File: src/rtl/ctrl_pkg.sv
// rtl/ctrl_pkg.sv - shared opcodes, ALUOp classes, FSM states and control bundle for the RV32I control path
package ctrl_pkg;

  localparam logic [6:0] OP_R      = 7'b0110011;
  localparam logic [6:0] OP_LOAD   = 7'b0000011;
  localparam logic [6:0] OP_STORE  = 7'b0100011;
  localparam logic [6:0] OP_BRANCH = 7'b1100011;
  localparam logic [6:0] OP_JAL    = 7'b1101111;
  localparam logic [6:0] OP_JALR   = 7'b1100111;
  localparam logic [6:0] OP_IMM    = 7'b0010011;
  localparam logic [6:0] OP_LUI    = 7'b0110111;

  localparam logic [1:0] ALUOP_ADD    = 2'b00;
  localparam logic [1:0] ALUOP_BRANCH = 2'b01;
  localparam logic [1:0] ALUOP_RTYPE  = 2'b10;
  localparam logic [1:0] ALUOP_IMM    = 2'b11;

  typedef enum logic {
    RUN   = 1'b0,
    STALL = 1'b1
  } state_t;

  typedef struct packed {
    logic       reg_write;
    logic       mem_read;
    logic       mem_write;
    logic       mem_to_reg;
    logic       alu_src;
    logic       branch;
    logic       jump;
    logic       pc_source;
    logic [1:0] alu_op;
  } ctrl_t;

endpackage

File: src/rtl/pipelined_control_unit_if.sv
// rtl/pipelined_control_unit_if.sv - ID-side inputs and staged control outputs; ForwardA/B exist only with CTRL_FWD_EN
interface pipelined_control_unit_if #(
  parameter int REG_ADDR_W = 5,
  parameter int ALUOP_W    = 2
);
  logic                  id_valid;
  logic [6:0]            Opcode;
  logic [2:0]            funct3;
  logic [6:0]            funct7;
  logic [REG_ADDR_W-1:0] rs1;
  logic [REG_ADDR_W-1:0] rs2;
  logic [REG_ADDR_W-1:0] rd;
  logic                  BranchTaken;

  logic ex_RegWrite, ex_MemRead, ex_MemWrite, ex_MemtoReg;
  logic ex_ALUSrc, ex_Branch, ex_Jump, ex_PCSource;
  logic [ALUOP_W-1:0]    ex_ALUOp;
  logic [2:0]            ex_funct3;
  logic [6:0]            ex_funct7;
  logic [REG_ADDR_W-1:0] ex_rd;
  logic mem_RegWrite, mem_MemRead, mem_MemWrite, mem_MemtoReg;
  logic [REG_ADDR_W-1:0] mem_rd;
  logic wb_RegWrite, wb_MemtoReg;
  logic [REG_ADDR_W-1:0] wb_rd;
  logic Stall, FlushIFID, IllegalInstr;
`ifdef CTRL_FWD_EN
  logic [1:0] ForwardA, ForwardB;
`endif

  modport master (
    output id_valid, Opcode, funct3, funct7, rs1, rs2, rd, BranchTaken,
`ifdef CTRL_FWD_EN
    input  ForwardA, ForwardB,
`endif
    input  ex_RegWrite, ex_MemRead, ex_MemWrite, ex_MemtoReg, ex_ALUSrc, ex_Branch,
           ex_Jump, ex_PCSource, ex_ALUOp, ex_funct3, ex_funct7, ex_rd,
           mem_RegWrite, mem_MemRead, mem_MemWrite, mem_MemtoReg, mem_rd,
           wb_RegWrite, wb_MemtoReg, wb_rd, Stall, FlushIFID, IllegalInstr
  );

  modport slave (
    input  id_valid, Opcode, funct3, funct7, rs1, rs2, rd, BranchTaken,
`ifdef CTRL_FWD_EN
    output ForwardA, ForwardB,
`endif
    output ex_RegWrite, ex_MemRead, ex_MemWrite, ex_MemtoReg, ex_ALUSrc, ex_Branch,
           ex_Jump, ex_PCSource, ex_ALUOp, ex_funct3, ex_funct7, ex_rd,
           mem_RegWrite, mem_MemRead, mem_MemWrite, mem_MemtoReg, mem_rd,
           wb_RegWrite, wb_MemtoReg, wb_rd, Stall, FlushIFID, IllegalInstr
  );
endinterface

File: src/rtl/ctrl_decode.sv
// rtl/ctrl_decode.sv - combinational opcode to control-bundle decode with source-use flags
module ctrl_decode
  import ctrl_pkg::*;
(
  input  logic [6:0] opcode,
  output ctrl_t      ctrl,
  output logic       rs1_used,
  output logic       rs2_used,
  output logic       illegal
);

  // Unknown opcodes decode to an all-zero bundle so they behave like a bubble downstream
  always_comb begin
    ctrl     = '0;
    rs1_used = 1'b1;
    rs2_used = 1'b0;
    illegal  = 1'b0;
    case (opcode)
      OP_R: begin
        ctrl.reg_write = 1'b1;
        ctrl.alu_op    = ALUOP_RTYPE;
        rs2_used       = 1'b1;
      end
      OP_LOAD: begin
        ctrl.reg_write  = 1'b1;
        ctrl.mem_read   = 1'b1;
        ctrl.mem_to_reg = 1'b1;
        ctrl.alu_src    = 1'b1;
        ctrl.alu_op     = ALUOP_ADD;
      end
      OP_STORE: begin
        ctrl.mem_write = 1'b1;
        ctrl.alu_src   = 1'b1;
        ctrl.alu_op    = ALUOP_ADD;
        rs2_used       = 1'b1;
      end
      OP_BRANCH: begin
        ctrl.branch = 1'b1;
        ctrl.alu_op = ALUOP_BRANCH;
        rs2_used    = 1'b1;
      end
      OP_JAL: begin
        ctrl.reg_write = 1'b1;
        ctrl.jump      = 1'b1;
        ctrl.pc_source = 1'b1;
        rs1_used       = 1'b0;
      end
      OP_JALR: begin
        ctrl.reg_write = 1'b1;
        ctrl.jump      = 1'b1;
        ctrl.pc_source = 1'b1;
        ctrl.alu_src   = 1'b1;
      end
      OP_IMM: begin
        ctrl.reg_write = 1'b1;
        ctrl.alu_src   = 1'b1;
        ctrl.alu_op    = ALUOP_IMM;
      end
      OP_LUI: begin
        ctrl.reg_write = 1'b1;
        ctrl.alu_src   = 1'b1;
        ctrl.alu_op    = ALUOP_ADD;
        rs1_used       = 1'b0;
      end
      default: illegal = 1'b1;
    endcase
  end

endmodule

File: src/rtl/pipelined_control_unit.sv
// rtl/pipelined_control_unit.sv - RV32I control path: decode, ID/EX/MEM/WB control stages, hazard FSM; option macro CTRL_FWD_EN
module pipelined_control_unit
  import ctrl_pkg::*;
#(
  parameter int REG_ADDR_W     = 5,
  parameter int ALUOP_W        = 2,
  parameter int LOAD_USE_STALL = 1
) (
  input logic                      clk,
  input logic                      rst_n,
  pipelined_control_unit_if.slave  bus
);

  localparam logic [1:0] LU_RELOAD = 2'(LOAD_USE_STALL - 1);

  ctrl_t id_ctrl;
  logic  rs1_used, rs2_used, id_illegal;

  ctrl_decode u_decode (
    .opcode   (bus.Opcode),
    .ctrl     (id_ctrl),
    .rs1_used (rs1_used),
    .rs2_used (rs2_used),
    .illegal  (id_illegal)
  );

  state_t                state, state_nxt;
  logic [1:0]            cnt, cnt_nxt;
  logic                  stall, bubble;
  ctrl_t                 ex_ctrl;
  logic [2:0]            ex_funct3_q;
  logic [6:0]            ex_funct7_q;
  logic [REG_ADDR_W-1:0] ex_rd_q, mem_rd_q, wb_rd_q;
  logic                  mem_reg_write, mem_mem_read, mem_mem_write, mem_mem_to_reg;
  logic                  wb_reg_write, wb_mem_to_reg, illegal_q;
  logic                  rs1_live, rs2_live, hit_ex, lu_hazard, raw_hazard;

  // Index 0 is hard-wired zero, so it never depends on a producer
  assign rs1_live  = rs1_used && (bus.rs1 != '0);
  assign rs2_live  = rs2_used && (bus.rs2 != '0);
  assign hit_ex    = (rs1_live && (bus.rs1 == ex_rd_q)) || (rs2_live && (bus.rs2 == ex_rd_q));
  assign lu_hazard = ex_ctrl.mem_read && (ex_rd_q != '0) && hit_ex;

`ifdef CTRL_FWD_EN
  assign raw_hazard = 1'b0;
`else
  logic hit_mem;
  assign hit_mem    = (rs1_live && (bus.rs1 == mem_rd_q)) || (rs2_live && (bus.rs2 == mem_rd_q));
  assign raw_hazard = (ex_ctrl.reg_write && hit_ex) || (mem_reg_write && hit_mem);
`endif

  // Hazard sequencing: a taken redirect beats any stall and cancels a pending load-use sequence
  always_comb begin
    state_nxt = state;
    cnt_nxt   = cnt;
    stall     = 1'b0;
    bubble    = !bus.id_valid;
    case (state)
      RUN: begin
        if (bus.BranchTaken) begin
          bubble  = 1'b1;
          cnt_nxt = '0;
        end else if (bus.id_valid && lu_hazard) begin
          stall     = 1'b1;
          bubble    = 1'b1;
          cnt_nxt   = LU_RELOAD;
          state_nxt = (LOAD_USE_STALL > 1) ? STALL : RUN;
        end else if (bus.id_valid && raw_hazard) begin
          stall  = 1'b1;
          bubble = 1'b1;
        end
      end
      STALL: begin
        if (bus.BranchTaken) begin
          bubble    = 1'b1;
          cnt_nxt   = '0;
          state_nxt = RUN;
        end else begin
          stall   = 1'b1;
          bubble  = 1'b1;
          cnt_nxt = cnt - 2'd1;
          if (cnt == 2'd1) state_nxt = RUN;
        end
      end
      default: state_nxt = RUN;
    endcase
  end

  // FSM state and ID/EX -> EX/MEM -> MEM/WB control shift; bubbles load all-zero ID/EX
  always_ff @(posedge clk) begin
    if (!rst_n) begin
      state          <= RUN;
      cnt            <= '0;
      ex_ctrl        <= '0;
      ex_funct3_q    <= '0;
      ex_funct7_q    <= '0;
      ex_rd_q        <= '0;
      mem_reg_write  <= 1'b0;
      mem_mem_read   <= 1'b0;
      mem_mem_write  <= 1'b0;
      mem_mem_to_reg <= 1'b0;
      mem_rd_q       <= '0;
      wb_reg_write   <= 1'b0;
      wb_mem_to_reg  <= 1'b0;
      wb_rd_q        <= '0;
      illegal_q      <= 1'b0;
    end else begin
      state          <= state_nxt;
      cnt            <= cnt_nxt;
      ex_ctrl        <= bubble ? '0 : id_ctrl;
      ex_funct3_q    <= bubble ? '0 : bus.funct3;
      ex_funct7_q    <= bubble ? '0 : bus.funct7;
      ex_rd_q        <= bubble ? '0 : bus.rd;
      mem_reg_write  <= ex_ctrl.reg_write;
      mem_mem_read   <= ex_ctrl.mem_read;
      mem_mem_write  <= ex_ctrl.mem_write;
      mem_mem_to_reg <= ex_ctrl.mem_to_reg;
      mem_rd_q       <= ex_rd_q;
      wb_reg_write   <= mem_reg_write;
      wb_mem_to_reg  <= mem_mem_to_reg;
      wb_rd_q        <= mem_rd_q;
      illegal_q      <= bus.id_valid && id_illegal;
    end
  end

`ifdef CTRL_FWD_EN
  logic [REG_ADDR_W-1:0] ex_rs1_q, ex_rs2_q;

  // Only sources the EX instruction actually reads are kept, so unused fields never forward
  always_ff @(posedge clk) begin
    if (!rst_n) begin
      ex_rs1_q <= '0;
      ex_rs2_q <= '0;
    end else begin
      ex_rs1_q <= (bubble || !rs1_used) ? '0 : bus.rs1;
      ex_rs2_q <= (bubble || !rs2_used) ? '0 : bus.rs2;
    end
  end

  assign bus.ForwardA = (mem_reg_write && (ex_rs1_q != '0) && (mem_rd_q == ex_rs1_q)) ? 2'b10 :
                        (wb_reg_write  && (ex_rs1_q != '0) && (wb_rd_q  == ex_rs1_q)) ? 2'b01 : 2'b00;
  assign bus.ForwardB = (mem_reg_write && (ex_rs2_q != '0) && (mem_rd_q == ex_rs2_q)) ? 2'b10 :
                        (wb_reg_write  && (ex_rs2_q != '0) && (wb_rd_q  == ex_rs2_q)) ? 2'b01 : 2'b00;
`endif

  assign bus.ex_RegWrite  = ex_ctrl.reg_write;
  assign bus.ex_MemRead   = ex_ctrl.mem_read;
  assign bus.ex_MemWrite  = ex_ctrl.mem_write;
  assign bus.ex_MemtoReg  = ex_ctrl.mem_to_reg;
  assign bus.ex_ALUSrc    = ex_ctrl.alu_src;
  assign bus.ex_Branch    = ex_ctrl.branch;
  assign bus.ex_Jump      = ex_ctrl.jump;
  assign bus.ex_PCSource  = ex_ctrl.pc_source;
  assign bus.ex_ALUOp     = ALUOP_W'(ex_ctrl.alu_op);
  assign bus.ex_funct3    = ex_funct3_q;
  assign bus.ex_funct7    = ex_funct7_q;
  assign bus.ex_rd        = ex_rd_q;
  assign bus.mem_RegWrite = mem_reg_write;
  assign bus.mem_MemRead  = mem_mem_read;
  assign bus.mem_MemWrite = mem_mem_write;
  assign bus.mem_MemtoReg = mem_mem_to_reg;
  assign bus.mem_rd       = mem_rd_q;
  assign bus.wb_RegWrite  = wb_reg_write;
  assign bus.wb_MemtoReg  = wb_mem_to_reg;
  assign bus.wb_rd        = wb_rd_q;
  assign bus.Stall        = stall;
  assign bus.FlushIFID    = bus.BranchTaken;
  assign bus.IllegalInstr = illegal_q;

endmodule

File: src/flat_wrapper.sv
// flat-port wrapper written by rule: the top's interface ports become plain ports
module pipelined_control_unit_flat import ctrl_pkg::*;
#(
  parameter int REG_ADDR_W     = 5,
  parameter int ALUOP_W        = 2,
  parameter int LOAD_USE_STALL = 1
)
  (clk, rst_n, bus_id_valid, bus_Opcode, bus_funct3, bus_funct7, bus_rs1, bus_rs2, bus_rd, bus_BranchTaken, bus_ex_RegWrite, bus_ex_MemRead, bus_ex_MemWrite, bus_ex_MemtoReg, bus_ex_ALUSrc, bus_ex_Branch, bus_ex_Jump, bus_ex_PCSource, bus_ex_ALUOp, bus_ex_funct3, bus_ex_funct7, bus_ex_rd, bus_mem_RegWrite, bus_mem_MemRead, bus_mem_MemWrite, bus_mem_MemtoReg, bus_mem_rd, bus_wb_RegWrite, bus_wb_MemtoReg, bus_wb_rd, bus_Stall, bus_FlushIFID, bus_IllegalInstr);
  pipelined_control_unit_if #(.REG_ADDR_W(REG_ADDR_W), .ALUOP_W(ALUOP_W)) bus_i ();
  input logic clk;
  input logic rst_n;
  input wire logic [$bits(bus_i.id_valid)-1:0] bus_id_valid;
  input wire logic [$bits(bus_i.Opcode)-1:0] bus_Opcode;
  input wire logic [$bits(bus_i.funct3)-1:0] bus_funct3;
  input wire logic [$bits(bus_i.funct7)-1:0] bus_funct7;
  input wire logic [$bits(bus_i.rs1)-1:0] bus_rs1;
  input wire logic [$bits(bus_i.rs2)-1:0] bus_rs2;
  input wire logic [$bits(bus_i.rd)-1:0] bus_rd;
  input wire logic [$bits(bus_i.BranchTaken)-1:0] bus_BranchTaken;
  output wire logic [$bits(bus_i.ex_RegWrite)-1:0] bus_ex_RegWrite;
  output wire logic [$bits(bus_i.ex_MemRead)-1:0] bus_ex_MemRead;
  output wire logic [$bits(bus_i.ex_MemWrite)-1:0] bus_ex_MemWrite;
  output wire logic [$bits(bus_i.ex_MemtoReg)-1:0] bus_ex_MemtoReg;
  output wire logic [$bits(bus_i.ex_ALUSrc)-1:0] bus_ex_ALUSrc;
  output wire logic [$bits(bus_i.ex_Branch)-1:0] bus_ex_Branch;
  output wire logic [$bits(bus_i.ex_Jump)-1:0] bus_ex_Jump;
  output wire logic [$bits(bus_i.ex_PCSource)-1:0] bus_ex_PCSource;
  output wire logic [$bits(bus_i.ex_ALUOp)-1:0] bus_ex_ALUOp;
  output wire logic [$bits(bus_i.ex_funct3)-1:0] bus_ex_funct3;
  output wire logic [$bits(bus_i.ex_funct7)-1:0] bus_ex_funct7;
  output wire logic [$bits(bus_i.ex_rd)-1:0] bus_ex_rd;
  output wire logic [$bits(bus_i.mem_RegWrite)-1:0] bus_mem_RegWrite;
  output wire logic [$bits(bus_i.mem_MemRead)-1:0] bus_mem_MemRead;
  output wire logic [$bits(bus_i.mem_MemWrite)-1:0] bus_mem_MemWrite;
  output wire logic [$bits(bus_i.mem_MemtoReg)-1:0] bus_mem_MemtoReg;
  output wire logic [$bits(bus_i.mem_rd)-1:0] bus_mem_rd;
  output wire logic [$bits(bus_i.wb_RegWrite)-1:0] bus_wb_RegWrite;
  output wire logic [$bits(bus_i.wb_MemtoReg)-1:0] bus_wb_MemtoReg;
  output wire logic [$bits(bus_i.wb_rd)-1:0] bus_wb_rd;
  output wire logic [$bits(bus_i.Stall)-1:0] bus_Stall;
  output wire logic [$bits(bus_i.FlushIFID)-1:0] bus_FlushIFID;
  output wire logic [$bits(bus_i.IllegalInstr)-1:0] bus_IllegalInstr;
  assign bus_i.id_valid = bus_id_valid;
  assign bus_i.Opcode = bus_Opcode;
  assign bus_i.funct3 = bus_funct3;
  assign bus_i.funct7 = bus_funct7;
  assign bus_i.rs1 = bus_rs1;
  assign bus_i.rs2 = bus_rs2;
  assign bus_i.rd = bus_rd;
  assign bus_i.BranchTaken = bus_BranchTaken;
  assign bus_ex_RegWrite = bus_i.ex_RegWrite;
  assign bus_ex_MemRead = bus_i.ex_MemRead;
  assign bus_ex_MemWrite = bus_i.ex_MemWrite;
  assign bus_ex_MemtoReg = bus_i.ex_MemtoReg;
  assign bus_ex_ALUSrc = bus_i.ex_ALUSrc;
  assign bus_ex_Branch = bus_i.ex_Branch;
  assign bus_ex_Jump = bus_i.ex_Jump;
  assign bus_ex_PCSource = bus_i.ex_PCSource;
  assign bus_ex_ALUOp = bus_i.ex_ALUOp;
  assign bus_ex_funct3 = bus_i.ex_funct3;
  assign bus_ex_funct7 = bus_i.ex_funct7;
  assign bus_ex_rd = bus_i.ex_rd;
  assign bus_mem_RegWrite = bus_i.mem_RegWrite;
  assign bus_mem_MemRead = bus_i.mem_MemRead;
  assign bus_mem_MemWrite = bus_i.mem_MemWrite;
  assign bus_mem_MemtoReg = bus_i.mem_MemtoReg;
  assign bus_mem_rd = bus_i.mem_rd;
  assign bus_wb_RegWrite = bus_i.wb_RegWrite;
  assign bus_wb_MemtoReg = bus_i.wb_MemtoReg;
  assign bus_wb_rd = bus_i.wb_rd;
  assign bus_Stall = bus_i.Stall;
  assign bus_FlushIFID = bus_i.FlushIFID;
  assign bus_IllegalInstr = bus_i.IllegalInstr;
  pipelined_control_unit #(.REG_ADDR_W(REG_ADDR_W), .ALUOP_W(ALUOP_W), .LOAD_USE_STALL(LOAD_USE_STALL)) u_core (.clk(clk), .rst_n(rst_n), .bus(bus_i));
endmodule
File: config.mk
export PLATFORM = sky130hd
export DESIGN_NAME = pipelined_control_unit_flat
export DESIGN_NICKNAME = d
export VERILOG_FILES = /design/src/rtl/ctrl_pkg.sv /design/src/rtl/pipelined_control_unit_if.sv /design/src/rtl/ctrl_decode.sv /design/src/rtl/pipelined_control_unit.sv /design/src/flat_wrapper.sv
export SDC_FILE = /design/constraint.sdc
export NUM_CORES = 1
export LEC_CHECK = 0
export BUFFER_PORTS_ARGS = -buffer_cell sky130_fd_sc_hd__buf_2
export CORE_MARGIN = 1.5
export CORE_UTILIZATION = 30
export DETAILED_ROUTE_END_ITERATION = 10
export PLACE_DENSITY = 0.56
export SLEW_MARGIN = 15
export SYNTH_ARGS = -nofsm -noshare
export SYNTH_HDL_FRONTEND = slang
export SYNTH_HIERARCHICAL = 1
export SYNTH_SLANG_ARGS = --single-unit
export TNS_END_PERCENT = 100
File: constraint.sdc
create_clock -name clk -period 3.24 [get_ports clk]
set_clock_uncertainty 0.1 [all_clocks]
set_input_delay 0.162 -clock clk [delete_from_list [all_inputs] [get_ports clk]]
set_output_delay 0.162 -clock clk [all_outputs]
set_load 0.005 [all_outputs]
======== Word-level counts from Yosys, hierarchy flattened ========
Index checks and enable logic that the tools add are counted.
cells by class
  add/subtract/negate cells ............... 1
  multiply operators ...................... 0
  divide/modulo/power cells ............... 0
  order comparisons ....................... 0
  equality and inequality tests ........... 14
  shift-type cells ........................ 0
  multiplexer cells ....................... 26
  bitwise logic cells ..................... 2
  reduce and logical (&&, ||, !) cells .... 27
operators with widths
  cell                   count
  $eq A7 B6 Y1 const B   3
  $eq A7 B7 Y1 const B   3
  $eq A5 B5 Y1           4
  $mux W1                17
  $reduce_bool A5 Y1     3
  $logic_and A1 B1 Y1    13
  $mux W2                4
  $reduce_or A8 Y1       1
  $eq A7 B2 Y1 const B   1
  $eq A7 B5 Y1 const B   1
  $pmux W1 S2            3
  $pmux W2 S3            1
  $reduce_or A2 Y1       3
  $reduce_or A6 Y1       1
  $reduce_or A5 Y1       1
  $pmux W2 S2            1
  $logic_or A1 B1 Y1     3
  $ne A3 B2 Y1 const B   1
  $reduce_or A3 Y1       1
  $eq A2 B1 Y1 const B   1
  $not A1 Y1             2
  $sub A2 B1 Y2 const B  1
  $logic_not A1 Y1       1
storage, ports and cells
  bits in registers ....................... 43
  bits in latches ......................... 0
  RAM bits ................................ 0
  ROM bits ................................ 0
  bits of input ports ..................... 36
  output and inout port bits .............. 44
  memories kept ........................... 0

======== Logic depth before layout (Yosys ltp) ========
Gate-level depths: netlist (run 1).
  depth in word-level cells ............... 14
  mapped depth ............................ 9
  gate-level depth less buffers ........... 7

======== Cells and area by module ========
The synthesis (run 1) kept the hierarchy.
by module, submodules not included
  module                  instances  cells an instance  area an instance (um^2)
  pipelined_control_unit  1          146                1612.8
  ctrl_decode             1          38                 254.0

======== Worst setup path before layout (run 1) ========
No wires, ideal clock.
  kind .................................... register to register
  from .................................... reg u_core.ex_rd_q[0] (netlist: u_core/bus.ex_rd[0])
  to ...................................... reg u_core.ex_ctrl, in the netlist u_core/bus.ex_Branch
  library setup time ...................... 0.059 ns
  arrival time ............................ 1.911 ns
  data required time ...................... 3.081 ns
  path slack .............................. 1.170 ns
  cell stages (with the launch flop) ...... 7
  path buffers ............................ 1
  period minus slack after synthesis ...... 2.070 ns
  cell sequence ........................... dfxtp_1 or4_1 o211ai_2 nand2b_2 a2111oi_4 buf_6 and2_1
on the way
  word-level cells in the longest chain between the ends .. 11
ends and longest elaborated chain
  item                            line                           RTL
  from (decl)                     pipelined_control_unit.sv:33   logic [REG_ADDR_W-1:0] ex_rd_q, mem_rd_q, wb_rd_q;
  from (signal assigned)          pipelined_control_unit.sv:113  ex_rd_q <= bubble ? '0 : bus.rd;
  $eq A5 B5 Y1                    pipelined_control_unit.sv:41   assign hit_ex = (rs1_live && (bus.rs1 == ex_rd_q)) || (rs2_live && (bus.rs2 == ex_rd_q));
  $logic_and A1 B1 Y1             pipelined_control_unit.sv:41
  $logic_or A1 B1 Y1              pipelined_control_unit.sv:41
  $logic_and A1 B1 Y1             pipelined_control_unit.sv:49   assign raw_hazard = (ex_ctrl.reg_write && hit_ex) || (mem_reg_write && hit_mem);
  $logic_or A1 B1 Y1              pipelined_control_unit.sv:49
  $logic_and A1 B1 Y1             pipelined_control_unit.sv:68   end else if (bus.id_valid && raw_hazard) begin
  $mux W1                         pipelined_control_unit.sv:68
  $mux W1 (*)                     pipelined_control_unit.sv:63   end else if (bus.id_valid && lu_hazard) begin
  $mux W1 (*)                     pipelined_control_unit.sv:60   if (bus.BranchTaken) begin
  $pmux W1 S2 (*)                 pipelined_control_unit.sv:58   case (state)
  $reduce_or A2 Y1 (no line) (*)  n/a
  to (signal assigned)            pipelined_control_unit.sv:110  ex_ctrl <= bubble ? '0 : id_ctrl;
  to (decl)                       pipelined_control_unit.sv:30   ctrl_t ex_ctrl;
Every way passes the cells marked *; elsewhere a longest branch is shown, timed or not.
A chain may end at the register's enable or synchronous reset.

======== Worst setup path in the final report (run 1) ========
  from .................................... reg u_core.mem_rd_q[1] (netlist: u_core/bus.mem_rd[1])
  to ...................................... out bus_Stall
on the way
  word-level cells in the longest chain between the ends .. 10
ends and longest elaborated chain
  item                     line                           RTL
  from (decl)              pipelined_control_unit.sv:33
  from (signal assigned)   pipelined_control_unit.sv:118  mem_rd_q <= ex_rd_q;
  $eq A5 B5 Y1             pipelined_control_unit.sv:48   assign hit_mem = (rs1_live && (bus.rs1 == mem_rd_q)) || (rs2_live && (bus.rs2 == mem_rd_q));
  $logic_and A1 B1 Y1      pipelined_control_unit.sv:48
  $logic_or A1 B1 Y1 (*)   pipelined_control_unit.sv:48
  $logic_and A1 B1 Y1 (*)  pipelined_control_unit.sv:49
  $logic_or A1 B1 Y1 (*)   pipelined_control_unit.sv:49
  $logic_and A1 B1 Y1 (*)  pipelined_control_unit.sv:68
  $mux W1 (*)              pipelined_control_unit.sv:68
  $mux W1 (*)              pipelined_control_unit.sv:63
  $mux W1 (*)              pipelined_control_unit.sv:60
  $pmux W1 S2 (*)          pipelined_control_unit.sv:58
  to (decl)                flat_wrapper.sv:40             output wire logic [$bits(bus_i.Stall)-1:0] bus_Stall;
Marks and branches as above.

==> results of run 1 <==
==> area by class of cell <==
class                           instances  share of cell area
Multi-Input combinational cell        126              0.3463
Clock buffer                            6             0.03256
Timing Repair Buffer                   95              0.2181
Inverter                                3            0.005427
Tap cell                               75             0.03700
Clock inverter                          2            0.005427
Sequential cell                        45              0.3552
==> critical path, stage by stage, from the launching register on <==
cell       delay, ns
dfxtp_1         0.35
xor2_1          0.15
nor4_1          0.39
nand3_1         0.12
o22ai_1         0.36
a2bb2oi_1       0.12
a31oi_1         0.18
buf_2           0.14
==> kinds of logic (layout without fill, tap and decap cells) <==
logic type               after synthesis  in the layout  share of synthesized area
flip-flops                            45             45                     0.4826
AND/OR/NAND/NOR                       83             83                     0.2661
adder cells (fa/ha/maj)                1              1                   0.006701
XOR/XNOR                              21             21                    0.09853
AO/OA/AOI/OAI                         21             21                    0.09919
buffers and inverters                 13            106                    0.04692
==> power by group through the flow <==
stage | sequential [mW] | clock (mW) | combinational [mW]
final | 0.565 | 0.361 | 0.107
after CTS | 0.566 | 0.378 | 0.108
after floorplan | 0.579 | 0 | 0.0508
after global routing | 0.567 | 0.398 | 0.119
after global placement | 0.579 | 0 | 0.0927
after detailed placement | 0.579 | 0 | 0.0934
==> sequential cells by signal, summed over array words and instances, names as in the netlist, 2 cells and up <==
register              cells
u_core/bus.ex_ALUOp       2
u_core/bus.ex_funct3      3
u_core/bus.ex_funct7      7
u_core/bus.ex_rd          5
u_core/bus.mem_rd         5
u_core/bus.wb_rd          5
u_core/cnt                2
==> per-stage QoR <==
step	hold slack (ns)	area (um2)	utilization
6_report	0.09407	2536	0.4258
5_1_grt	0.09021	2536	0.4258
4_1_cts	0.08720	2536	0.4258
3_5_place_dp	0.2635	2290	0.3845
2_1_floorplan	0.1837	1867	-
3_3_place_gp	0.2626	2290	0.3845
==> repair_timing <==
action,4_1_cts,5_1_grt
hold endpoints to repair,15,0
resized for setup,0,0
buffers inserted,0,0
hold buffers,15,0
==> cells in the final DEF (no fill, tap or decap), types with 2 or more instances in the layout <==
| master | synthesis | layout |
|---|---|---|
| xnor2_1 | 7 | 7 |
| a21oi_1 | 5 | 5 |
| nand3_1 | 5 | 5 |
| dlygate4sd3_1 | 0 | 15 |
| nor3_1 | 4 | 4 |
| and2_1 | 42 | 42 |
| dfxtp_1 | 45 | 45 |
| buf_2 | 2 | 79 |
| clkbuf_8 | 0 | 6 |
| o22ai_1 | 2 | 2 |
| xor2_1 | 14 | 14 |
| inv_1 | 2 | 2 |
| o211ai_1 | 2 | 2 |
| nand2b_1 | 5 | 5 |
| nor2_1 | 5 | 5 |
| or4_1 | 4 | 4 |
| nor4_1 | 4 | 4 |
| o21ai_1 | 3 | 3 |
| nand2_1 | 7 | 7 |
| a2111oi_4 | 2 | 2 |
==> per-layer routing <==
layer,vias up,GRT usage
met3,6,0.03333
met1,724,0.1643
li1,799,-
met4,0,0.05593
met5,-,0
met2,45,0.2213
==> worst max path at each step <==
stage	endpoint	slack, ns	cells past startpoint	start
after floorplan	u_core/bus.ex_Branch	1.17	6	u_core/bus.ex_rd[0]
after global placement	u_core/bus.ex_PCSource	1.08	6	u_core/bus.ex_rd[0]
after detailed placement	u_core/bus.ex_funct3[2]	1.04	6	u_core/bus.ex_rd[0]
after CTS	bus_Stall	0.86	7	u_core/bus.mem_rd[1]
after global routing	bus_Stall	0.67	7	u_core/bus.mem_rd[1]
final	bus_Stall	0.87	7	u_core/bus.mem_rd[1]
==> flow_summary.yaml, run 1 <==
status:
  status: "complete, no violations"
hold_path:
  hp-start: "bus_id_valid"
  worstHoldPathCells: 2
  hp-class: "in -> reg"
  holdPathEnd: "u_core/bus.IllegalInstr"
route:
  wire_per_inst_um: 12.22
  antenna_left: 0
  firstDrtPassIters: 4
  dr_wl_met2_mm: 2.063
  routed_wl_mm: 4.303
  via_count: 1574
  highest_layer: "met4"
  dr_wl_met3_um: 265
  drc: 0
  met1_length_mm: 1.903
  viasPerCell: 4.472
  drtIter0Drc: 79
floorplan:
  die_h_um: 81.89
  placementRows: 28
  pin_count: 80
  core_mm2: 0.005956
  initial_utilization: 0.3134
  die_area_mm2: 0.006705
  die_x_um: 81.89
yosys:
  synth-seq-cells: 45
  yosysTopAreaCellShare: 0.4826
  yosys_warnings: 6
  syn_avg_cell_area_um2: 10.15
  synthFlopType: "dfxtp_1"
  yosysSeqAreaShare: 0.4826
  async_flop_share: 0
  yosysTopAreaCell: "dfxtp_1"
  syn_area_mm2: 0.001867
  yosysMostFrequentCell: "dfxtp_1"
  synth_cells: 184
  netlist-cell-type-count: 37
  synth-edff-count: 0
  yosys-top-cells-area: "dfxtp_1 (48%), and2_1 (14%), xor2_1 (6.6%)"
  synth_common_cells: "dfxtp_1 (45), and2_1 (42), xor2_1 (14), nand2_1 (7), xnor2_1 (7)"
  synth_nets: 221
power_and_ir_drop:
  comb_power_share: 0.103
  powerDensity_mw_per_mm2: 407.6
  pwr-share-seq: 0.547
  clockPowerShare: 0.350
  total_power_mw: 1.034
  peakVddDrop_v: 0.0002155
  p_int_mw: 0.7889
  power.switching_mw: 0.2449
  leakagePower_nw: 1.183
  swShare: 0.2369
final_layout:
  fin_nets: 313
  fillers: 606
  final-seq-area_um2: 900.9
  diodes: 0
  drive_above_1_share: 0.3430
  multi_input_area_um2: 878.3
  final_cells: 352
  area_delta_synth_final_pct: 35.86
sta:
  rsz0062_at_grt: "no"
  max_slew_margin: 0.7326
  tightest_slew_ns: 0.4010
  slew_viol_final: 0
  min_period_over_period: 0.7313
  finalWorstSetupSlack_ns: 0.8704
  totalNegativeSetupSlack_ns: 0
  min_period_ns: 2.370
  finalSetupViolCount: 0
  max_clock_freq_ghz: 0.4220
  hold_viol_final: 0
cts:
  cts_made_buffers: 5
  cts_buffer_depth: 2
  clkSlewWorstSetupHoldPaths_ns: 0.08
  cts_root_buf: "clkbuf_8"
  insertion_delay_ns: 0.30
  cts_sinks: 45
  cts_tree: "done"
  cts_max_level: 2
critical_path:
  startpoint_type: "flip-flop"
  r2r_start: "u_core/bus.ex_rd[0]"
  reg2reg_depth: 6
  crit_arrival_ns: 2.11
  required_ns: 2.98
  cp-end-kind: "primary output"
  crit_fanout: 4
  ff2ff_setup_slack_ns: 1.05
  crit_type: "reg -> out"
  r2r_end: "u_core/bus.ex_funct3[2]"
placement:
  place_ws_ns: 1.037
  io_buffers: 79
  hpwlAfterDp_mm: 3.117
  globalplace.congestion: 0.7912
  dp.cells: 329
grt:
  grt_pass1_wl_mm: 6.803
  grt_pass1_vias: 1496
  antenna_found_initial: 0
  grt_max_degree: 26
  grt_usage: 0.1337
  grt_overflow: 0
run:
  drv_cap: 0
Power figures use the tool's default switching activity.
==> run 2: changes to the inputs <==
--- a/config.mk
+++ b/config.mk
@@ -5,6 +5,7 @@
 export SDC_FILE = /design/constraint.sdc
 export NUM_CORES = 1
 export LEC_CHECK = 0
+export ABC_AREA = 1
 export BUFFER_PORTS_ARGS = -buffer_cell sky130_fd_sc_hd__buf_2
 export CORE_MARGIN = 1.5
 export CORE_UTILIZATION = 30
==> constraint.sdc (replaced) <==
create_clock -name clk -period 2.13 [get_ports clk]
set_clock_uncertainty 0.1 [all_clocks]
set_input_delay 0.1065 -clock clk [delete_from_list [all_inputs] [get_ports clk]]
set_output_delay 0.1065 -clock clk [all_outputs]
set_load 0.005 [all_outputs]
==> flow_summary.yaml, run 2 <==
final_layout:
  area_delta_synth_final_pct: 33.98
  largest_reg_flops: 7
  final_cell_mix: "buf_2 (79), inv_1 (60), nand2_1 (49)"
  mostFrequentLayoutCell: "buf_2"
  diodes: 0
  fillers: 745
  fin_nets: 399
  drive_above_1_share: 0.3278
grt:
  grt_pass1_wl_mm: 7.376
  grt_pass1_vias: 1659
  globalRouteMet1Util: 0.1601
  grt_usage: 0.1272
  top_usage_layer: "met2"
  grt_overflow: 0
  met2_usage: 0.2001
  antenna_found_initial: 0
  grt_max_degree: 28
  grt_util_met3: 0.03507
cts:
  cts_tree: "done"
  cts_root_buf: "clkbuf_8"
  cts_sinks: 45
  postCtsSetupBuffers: 0
  insertion_delay_ns: 0.29
  ctsResizeCount: 0
  cts_buffer_depth: 2
  cts_made_buffers: 5
  clkSlewWorstSetupHoldPaths_ns: 0.08
  cts_max_level: 2
critical_path:
  crit_arrival_ns: 1.71
  crit_fanout: 5
  reg2reg_depth: 7
  crit_type: "reg -> out"
  cp-end-kind: "primary output"
  ff2ff_setup_slack_ns: 0.33
  required_ns: 1.92
  r2r_start: "u_core/bus.ex_rd[4]"
  r2r_end: "u_core/bus.ex_funct3[0]"
  startpoint_type: "flip-flop"
route:
  routed_wl_mm: 4.758
  viasPerCell: 4.085
  via_count: 1875
  drc: 0
  wire_per_inst_um: 10.37
  drtIter0Drc: 66
  antenna_left: 0
  firstDrtPassIters: 4
placement:
  hpwlAfterDp_mm: 3.576
  globalplace.congestion: 0.8654
  io_buffers: 79
sta:
  tightest_slew_ns: 0.4583
  max_slew_margin: 0.6945
  rsz0062_at_grt: "no"
  min_period_over_period: 0.9011
  hold_slack_ns: 0.03247
  finalSetupViolCount: 0
  max_clock_freq_ghz: 0.5210
  min_period_ns: 1.919
  slew_viol_final: 0
  totalNegativeSetupSlack_ns: 0
  hold_viol_final: 0
hold_path:
  holdPathEnd: "u_core/state"
  hp-start: "bus_BranchTaken"
  hp-class: "in -> reg"
  worstHoldPathCells: 4
yosys:
  synth-adder-area-share: 0.005900
  syn_area_mm2: 0.002121
  synth_nets: 306
  synth-edff-count: 0
  yosys_warnings: 6
  syn_avg_cell_area_um2: 7.884
  synth_compound_area_frac: 0.01888
  synth-seq-cells: 45
  muxShareOfSynthArea: 0
  yosys-top-cells-area: "dfxtp_1 (42%), inv_1 (11%), nor3_2 (9.0%)"
  synth_top_family_by_area: "simple AND/OR/NAND/NOR gates"
  yosysTopAreaCell: "dfxtp_1"
  yosysSeqAreaShare: 0.4248
  synth_common_cells: "inv_1 (60), nand2_1 (49), dfxtp_1 (45), nor2_1 (27), nor3_2 (19)"
  yosysTopAreaCellShare: 0.4248
  synth_cells: 269
  yosysMostFrequentCell: "inv_1"
  yosys.area_share.simple: 0.3304
  netlist-cell-type-count: 26
  synth-xor-area-share: 0.07847
  synthFlopType: "dfxtp_1"
  async_flop_share: 0
floorplan:
  pin_count: 80
  core_mm2: 0.006832
  initial_utilization: 0.3104
  die_area_mm2: 0.007583
  placementRows: 30
  die_h_um: 87.08
  die_x_um: 87.08
power_and_ir_drop:
  leakagePower_nw: 1.577
  powerDensity_mw_per_mm2: 601.1
  total_power_mw: 1.708
  peakVddDrop_v: 0.0002370
status:
  status: "complete, no violations"
run:
  drv_cap: 0
run 2: cells by family (layout without fill, tap and decap cells):
family / count (synthesis) / count (layout)
xor+xnor: 19 / 19
compound gates: 8 / 8
fa+ha+maj: 1 / 1
simple gates: 126 / 126
flops: 45 / 45
buf+inv: 70 / 164
run 2: where the power goes:
group / leakage, nW / switching (mW) / internal [mW] / total [mW]
combinational: 1.15 / 0.105 / 0.0879 / 0.193
clock: 0.0585 / 0.272 / 0.382 / 0.654
sequential: 0.364 / 0.00911 / 0.852 / 0.861
run 2: worst max-delay path by stage:
stage                                    from                endpoint  slack (ns)  depth (start not counted)
final                     u_core/bus.ex_rd[0]               bus_Stall        0.21                         10
after global routing      u_core/bus.ex_rd[1]               bus_Stall        0.02                         10
after CTS                 u_core/bus.ex_rd[0]               bus_Stall        0.17                         10
after detailed placement        bus_Opcode[4]           u_core/cnt[1]        0.18                         14
after global placement          bus_Opcode[4]           u_core/cnt[1]        0.28                         14
after floorplan           u_core/bus.ex_rd[1]  u_core/bus.ex_PCSource        0.66                          9
run 2: stage by stage:
| step | util | setup WS (ns) | area, um2 | std cells |
|---|---|---|---|---|
| final | 0.4159 | 0.2106 | 2841 | 459 |
| after global routing | 0.4159 | 0.01719 | 2841 | 459 |
| after CTS | 0.4159 | 0.1701 | 2841 | 459 |
| after detailed placement | 0.3755 | 0.1795 | 2565 | 435 |
| after global placement | 0.3755 | 0.2793 | 2565 | 435 |
| after floorplan | - | 0.6560 | 2121 | 269 |
run 2: worst max-delay path, cell delays in order, from the launching register on:
cell     delay (ns)
dfxtp_1        0.45
xnor2_1        0.15
nand2_1        0.07
nor2_1         0.10
nand3_1        0.09
nand2_2        0.11
nand2_2        0.08
nand2_1        0.07
nand2_1        0.05
a21oi_1        0.11
buf_2          0.14
run 2: repair_timing:
action,CTS,global route
hold buffers,16,0
hold endpoints to repair,16,0
setup endpoints to repair,0,0
run 2: cell type report:
| cell class | instances | area [um2] | share of cell area |
|---|---|---|---|
| clock buffer | 7 | 86.33 | 0.03038 |
| clock inverter | 1 | 30.03 | 0.01057 |
| inverter | 61 | 229.0 | 0.08058 |
| multi-input combinational | 154 | 919.6 | 0.3236 |
| sequential | 45 | 900.9 | 0.3170 |
| tap | 96 | 120.1 | 0.04227 |
| timing repair buffer | 95 | 555.5 | 0.1955 |
run 2: routing by layer:
layer,up-vias,share of wire
li1,982,-
met1,825,0.46
met4,0,0.019
met2,60,0.46
met3,8,0.060
met5,-,0
==> run 3: changes to the inputs <==
--- a/config.mk
+++ b/config.mk
@@ -11,6 +11,7 @@
 export CORE_UTILIZATION = 30
 export DETAILED_ROUTE_END_ITERATION = 10
 export PLACE_DENSITY = 0.56
+export RECOVER_POWER = 25
 export SLEW_MARGIN = 15
 export SYNTH_ARGS = -nofsm -noshare
 export SYNTH_HDL_FRONTEND = slang
==> flow_summary.yaml, run 3 (same netlist as run 2, synthesis figures left out) <==
cts:
  cts_max_level: 2
  cts_buffer_depth: 2
  postCtsSetupBuffers: 0
  cts_root_buf: "clkbuf_8"
  insertion_delay_ns: 0.29
  cts_tree: "done"
  cts_made_buffers: 5
  clkSlewWorstSetupHoldPaths_ns: 0.08
  cts_sinks: 45
final_layout:
  diodes: 0
  drive_above_1_share: 0.3196
  fin_util: 0.4154
  fillers: 743
  area_delta_synth_final_pct: 33.81
  fin_nets: 399
  mostFrequentLayoutCell: "buf_2"
  final_cell_mix: "buf_2 (76), inv_1 (60), nand2_1 (49)"
  final_cells: 459
  largest_reg_flops: 7
  fin_area_mm2: 0.002838
  multi_input_area_um2: 919.6
  final-seq-area_um2: 900.9
floorplan:
  die_h_um: 87.08
  die_x_um: 87.08
  core_mm2: 0.006832
  initial_utilization: 0.3104
  die_area_mm2: 0.007583
  placementRows: 30
  pin_count: 80
placement:
  dp.cells: 435
  place_area_mm2: 0.002565
  io_buffers: 79
  place_ws_ns: 0.1795
  globalplace.congestion: 0.8654
  hpwlAfterDp_mm: 3.576
hold_path:
  worstHoldPathCells: 4
  hp-class: "in -> reg"
  holdPathEnd: "u_core/bus.ex_MemWrite"
  hp-start: "bus_Opcode[6]"
critical_path:
  crit_type: "reg -> out"
  required_ns: 1.92
  reg2reg_depth: 7
  path_common_cell: "nand2_1"
  crit_fanout: 5
  crit_arrival_ns: 1.73
  r2r_end: "u_core/bus.ex_funct3[0]"
  crit_chain: "xnor2_1, nand2_1, nor2_1, nand3_1, nand2_2, nand2_2, nand2_1, nand2_1, a21oi_1, buf_2"
  r2r_start: "u_core/bus.ex_rd[4]"
  startpoint_type: "flip-flop"
  cp-end-kind: "primary output"
  ff2ff_setup_slack_ns: 0.32
  critPathMaxStageDelay_ns: 0.45
  slowest_stage: "dfxtp_1"
sta:
  slew_viol_final: 0
  min_period_ns: 1.934
  hold_viol_final: 0
  hold_slack_ns: 0.03393
  totalNegativeSetupSlack_ns: 0
  min_period_over_period: 0.9079
  finalWorstSetupSlack_ns: 0.1963
  max_clock_freq_ghz: 0.5171
  finalSetupViolCount: 0
  max_slew_margin: 0.6939
  tightest_slew_ns: 0.4592
  rsz0062_at_grt: "no"
route:
  drtIter0Drc: 66
  wire_per_inst_um: 10.42
  antenna_left: 0
  routed_wl_mm: 4.781
  via_count: 1875
  firstDrtPassIters: 4
  drc: 0
  viasPerCell: 4.085
power_and_ir_drop:
  total_power_mw: 1.709
  powerDensity_mw_per_mm2: 602.2
  peakVddDrop_v: 0.0002370
  leakagePower_nw: 1.567
grt:
  grt_usage: 0.1272
  grt_pass1_vias: 1659
  antenna_found_initial: 0
  grt_max_degree: 28
  grt_overflow: 0
  grt_pass1_wl_mm: 7.376
run:
  drv_cap: 0
status:
  status: "complete, no violations"
run 3: changes by cell type in the layout (fill, tap and decap cells not counted):
cell	delta
buf_2	-3
clkbuf_1	+3
run 3: cell type report:
type | instances | share of cell area
Clock inverter | 1 | 0.01058
Clock buffer | 7 | 0.03042
Timing Repair Buffer | 95 | 0.1944
Sequential cell | 45 | 0.3175
Tap cell | 96 | 0.04233
Multi-Input combinational cell | 154 | 0.3241
Inverter | 61 | 0.08069
run 3: worst max path at each step:
stage                        start  slack, ns  cells after the start                      to
2_1_floorplan  u_core/bus.ex_rd[1]       0.66                      9  u_core/bus.ex_PCSource
3_3_place_gp         bus_Opcode[4]       0.28                     14           u_core/cnt[1]
3_5_place_dp         bus_Opcode[4]       0.18                     14           u_core/cnt[1]
4_1_cts        u_core/bus.ex_rd[0]       0.17                     10               bus_Stall
5_1_grt        u_core/bus.ex_rd[1]       0.01                     10               bus_Stall
6_report       u_core/bus.ex_rd[0]       0.20                     10               bus_Stall
run 3: worst max-delay path, delay by kind of cell (launching register included):
family | cells | cell delay (ns)
compound gates | 1 | 0.11
xor+xnor | 1 | 0.15
buf+inv | 1 | 0.14
flops | 1 | 0.45
simple gates | 7 | 0.58
run 3: power breakdown:
part / internal [mW] / total (mW) / switching (mW)
logic: 0.0873 / 0.192 / 0.105
registers: 0.852 / 0.861 / 0.00915
clock network: 0.382 / 0.655 / 0.273
run 3: repair_timing:
item | CTS | global route
hold buffers | 16 | 0
endpoints found under the hold margin | 16 | 0
gates resized for setup | 0 | 0
run 3: per-layer routing:
| layer | vias to the layer above | global-route usage | share of wire |
|---|---|---|---|
| met5 | - | 0 | 0 |
| li1 | 983 | - | - |
| met2 | 60 | 0.2001 | 0.46 |
| met3 | 8 | 0.03507 | 0.058 |
| met1 | 824 | 0.1601 | 0.46 |
| met4 | 0 | 0.06158 | 0.019 |
